## config.mk

```make
export PLATFORM = sky130hd
export DESIGN_NAME = dma
export DESIGN_NICKNAME = d
export VERILOG_FILES = /design/src/rtl/dma.sv
export SDC_FILE = /design/constraint.sdc
export NUM_CORES = 1
export LEC_CHECK = 0
export CORE_MARGIN = 3
export CORE_UTILIZATION = 53
export DETAILED_ROUTE_END_ITERATION = 7
export GPL_TIMING_DRIVEN = 0
export PLACE_DENSITY = 0.88
export SETUP_SLACK_MARGIN = 0.4
export SKIP_LAST_GASP = 1
export SLEW_MARGIN = 20
export SYNTH_ARGS = -nofsm -noshare
export SYNTH_HDL_FRONTEND = slang
export SYNTH_SLANG_ARGS = --single-unit
export TNS_END_PERCENT = 5
```

## constraint.sdc

```tcl
create_clock -name clk -period 6.31 [get_ports clk]
set_input_delay 1.262 -clock clk [delete_from_list [all_inputs] [get_ports clk]]
set_output_delay 1.262 -clock clk [all_outputs]
set_load 0.02 [all_outputs]
```

## src/rtl/dma.sv

```systemverilog
// Single-channel memory-to-memory DMA engine: copies len words from a source
// to a destination pointer over one shared memory port (READ, WAIT, WRITE per word).
module dma (
  input  logic        clk,
  input  logic        rst,
  input  logic        start,
  input  logic [31:0] src_addr,
  input  logic [31:0] dest_addr,
  input  logic [31:0] len,
  output logic        busy,
  output logic        done,
  output logic [31:0] mem_addr,
  output logic [31:0] mem_write,
  output logic        mem_r_en,
  output logic        mem_w_en,
  input  logic [31:0] mem_read
);

  typedef enum logic [2:0] {IDLE, READ, WAIT, WRITE, DONE} state_t;

  state_t      state, state_next;
  logic [31:0] src_ptr, dst_ptr, len_reg, count, data_reg;
  logic [31:0] count_inc;

  assign count_inc = count + 32'd1;

  always_ff @(posedge clk or posedge rst) begin
    if (rst) state <= IDLE;
    else     state <= state_next;
  end

  always_comb begin
    state_next = state;
    case (state)
      IDLE:    if (start) state_next = (len == 32'd0) ? DONE : READ;
      READ:    state_next = WAIT;
      WAIT:    state_next = WRITE;
      WRITE:   state_next = (count_inc == len_reg) ? DONE : READ;
      DONE:    state_next = IDLE;
      default: state_next = IDLE;
    endcase
  end

  // Transfer parameters are captured once at start; later input changes are ignored.
  always_ff @(posedge clk or posedge rst) begin
    if (rst) begin
      src_ptr  <= 32'd0;
      dst_ptr  <= 32'd0;
      len_reg  <= 32'd0;
      count    <= 32'd0;
      data_reg <= 32'd0;
    end else begin
      case (state)
        IDLE: begin
          if (start) begin
            src_ptr <= src_addr;
            dst_ptr <= dest_addr;
            len_reg <= len;
            count   <= 32'd0;
          end
        end
        WAIT: data_reg <= mem_read;
        WRITE: begin
          src_ptr <= src_ptr + 32'd4;
          dst_ptr <= dst_ptr + 32'd4;
          count   <= count_inc;
        end
        default: ;
      endcase
    end
  end

  always_comb begin
    busy      = 1'b0;
    done      = 1'b0;
    mem_r_en  = 1'b0;
    mem_w_en  = 1'b0;
    mem_addr  = 32'd0;
    mem_write = 32'd0;
    case (state)
      READ: begin
        busy     = 1'b1;
        mem_r_en = 1'b1;
        mem_addr = src_ptr;
      end
      WAIT: busy = 1'b1;
      WRITE: begin
        busy      = 1'b1;
        mem_w_en  = 1'b1;
        mem_addr  = dst_ptr;
        mem_write = data_reg;
      end
      DONE:    done = 1'b1;
      default: ;
    endcase
  end

endmodule

```

==> run metrics <==
Inserted Clock Buffers 17; root buffer selected by CTS clkbuf_16; setup TNS 0 ns; yosys warns 0; Die Area 20,200 um2; Remaining Overflow, GRT 0; Crit. Startpoint state[2]; Rows 49; r2r startpoint count[1]; worst endpoint data arrival time 3.95 ns; fin cells 1,623; post-route ant nets 0; Most used DFF post-synth dfrtp_1; crit-path leading delay family buffers and inverters; wire per inst 21.4 um; Area growth syn-to-layout 29.6%; M1 WL 13,200 um; DRT Pass-1 Iters 8; most frequent CP cell clkbuf_1; Worst Max-Slew Pin Slew 1.17 ns; Post-Syn Area 9840 um2; gpl congestion 0.953; pwr dens 486 nW/um2; RSZ-0062 raised after global routing false; Worst Setup Path Type reg2out; Max Fclk 0.192 GHz; clock sinks 163; total track usage 0.339; Hold Violations, Final 0; Via density 6.40; Seq/Total Area, Yosys 0.414; DRC viols 0; total number of H-tree levels 4; CTS tree yes; FF-to-FF path depth 9; WL met3 4190 um; quantity of hold-fixing buffers added after cts 0; largest area contributor in the netlist dfrtp_1; synth top area cells dfrtp_1 41%, nand2_1 8.2%, mux2_2 3.9%; hold crit path type reg2reg; vias in the first global route 10.1k; first-pass GRT wire length 53,600 um; CP cell instances clkbuf_1 -> nand3b_1 -> inv_1 -> clkbuf_1 -> clkbuf_1 -> clkbuf_1 -> and2_1 -> clkdlybuf4s50_1; WP data required 5.05 ns; Resized cells post-CTS 0; Worst VDD drop 0.337 mV; Die Y-Extent 142 um; CP Buf/Inv Count 6; PortBufs 198; most frequent cells in the layout 214 x nand2_1, 198 x clkdlybuf4s50_1, 163 x dfrtp_1; die width 142 um; Post-CTS Setup Inserts 0; pin count of the biggest net entering global routing 99; Net Count, Synth 1,297; nets 1,515; WL final 34,700 um; Max clock buf depth 2; Final Skew 0.00974 ns; placed cell count 1,591; Netlist cell types 77; Max Cap Violations 0; leak pwr 5.19 nW; DP Wirelength 25,000 um; master of the slowest instance on the critical path clkdlybuf4s50_1; status complete, no violations; number of flops mapped to enable cells by yosys 0; share of post-route cells with drive strength above 1 0.0825; fin crit share 0.826; Worst slew margin 0.210; Critical R2R Capture state[0]; Crit path largest cell delay 0.62 ns; Initial Util 0.544; worst-skew pair later-pin latency 0.45 ns; CP Launch Type flop; top-area cell type share of the netlist area 0.414; Avg Synthesized Cell Area 8.46 um2; flop2flop setup slack 2.84 ns; n_diodes 0; crit path max fanout 10; Core Area 18,100 um2; fin. max-slew vios 0; clk slew on worst S/H paths 0.07 ns; instance count on the critical path 8; number of top-level pins 199; Top Metal Used met4; FFs w/ async S/R, synth 1.00; register bit total from synthesis 163; post-layout min period 5.21 ns; length of routed met2 wiring 15,800 um; Cells after Synth 1,163; CP Capture Type output port; DR iter-0 viols 1,498; most common cell after layout, fill and taps aside nand2_1; Setup crit end mem_write[25]; initial antenna violation count 0; Setup Viol. Count Final 0; via count 10.4k
==> tightest hold or removal path, stage by stage, from the launching register on <==
cell	delay (ns)
dfrtp_1	0.35
nand2_1	0.05
nand2_1	0.05
==> power breakdown <==
group          internal, mW  leakage [nW]  switching (mW)  total, mW
logic                  1.34          2.92            1.90       3.24
registers              1.46          1.98           0.411       1.87
clock network         0.570         0.294           0.516       1.09
total                  3.37          5.19            2.83       6.20
==> cells by family (layout without fill, tap and decap cells) <==
kind of cell / Yosys count / in the layout / share of synthesized area
and+or+nand+nor: 561 / 561 / 0.283
AOI/OAI and AO/OA: 265 / 265 / 0.182
DFF: 163 / 163 / 0.414
buffers and inverters: 99 / 330 / 0.0418
muxes: 38 / 38 / 0.0430
xor gates and xnor gates: 34 / 34 / 0.0324
adders and majority gates: 3 / 3 / 0.00381
==> worst min-delay path by stage <==
stage,startpoint,endpoint,depth (start not counted)
floorplan,dst_ptr[0],dst_ptr[0],2
global placement,dst_ptr[1],dst_ptr[1],2
global route,dst_ptr[1],dst_ptr[1],2
finish,src_ptr[1],src_ptr[1],2
detailed placement,dst_ptr[1],dst_ptr[1],2
CTS,dst_ptr[1],dst_ptr[1],2
==> routing by layer <==
layer,global-route usage,up-vias
met5,0,-
met1,0.446,4853
met2,0.525,748
met4,0.149,0
met3,0.0934,133
li1,-,4655
==> cell usage after synthesis, types with 13 or more instances <==
master and instances:
nor3_1 27, o21ai_0 75, nand3_1 53, nand2_1 214
nand4_1 29, and2_1 35, inv_1 17, clkbuf_1 56
and3_1 20, a31oi_1 14, xnor2_1 21, dfrtp_1 163
a22o_1 26, o31ai_1 13, mux2_2 34, nor4_1 18
buf_2 16, a21oi_1 42, nor2_1 96, a211oi_1 15
==> through the flow <==
step	total power [mW]	setup slack, ns	cell area, um2	util	hold WS, ns
global route	6.50	0.978	12800	0.705	0.505
detailed placement	5.01	1.71	12100	0.672	0.462
global placement	4.93	-1.61	12100	0.670	0.454
finish	6.20	1.10	12800	0.705	0.471
CTS	6.11	1.22	12800	0.705	0.477
floorplan	3.72	0.643	9840	-	0.439
==> layout make-up <==
class | count | area [um2]
Clock inverter | 15 | 181
Fill cell | 1367 | 5330
Tap cell | 229 | 287
Sequential cell | 163 | 4080
Multi-Input combinational cell | 901 | 5350
Inverter | 17 | 71.3
Clock buffer | 17 | 425
Buffer | 82 | 348
Timing Repair Buffer | 199 | 2010
(Power assumes the default switching activity.)
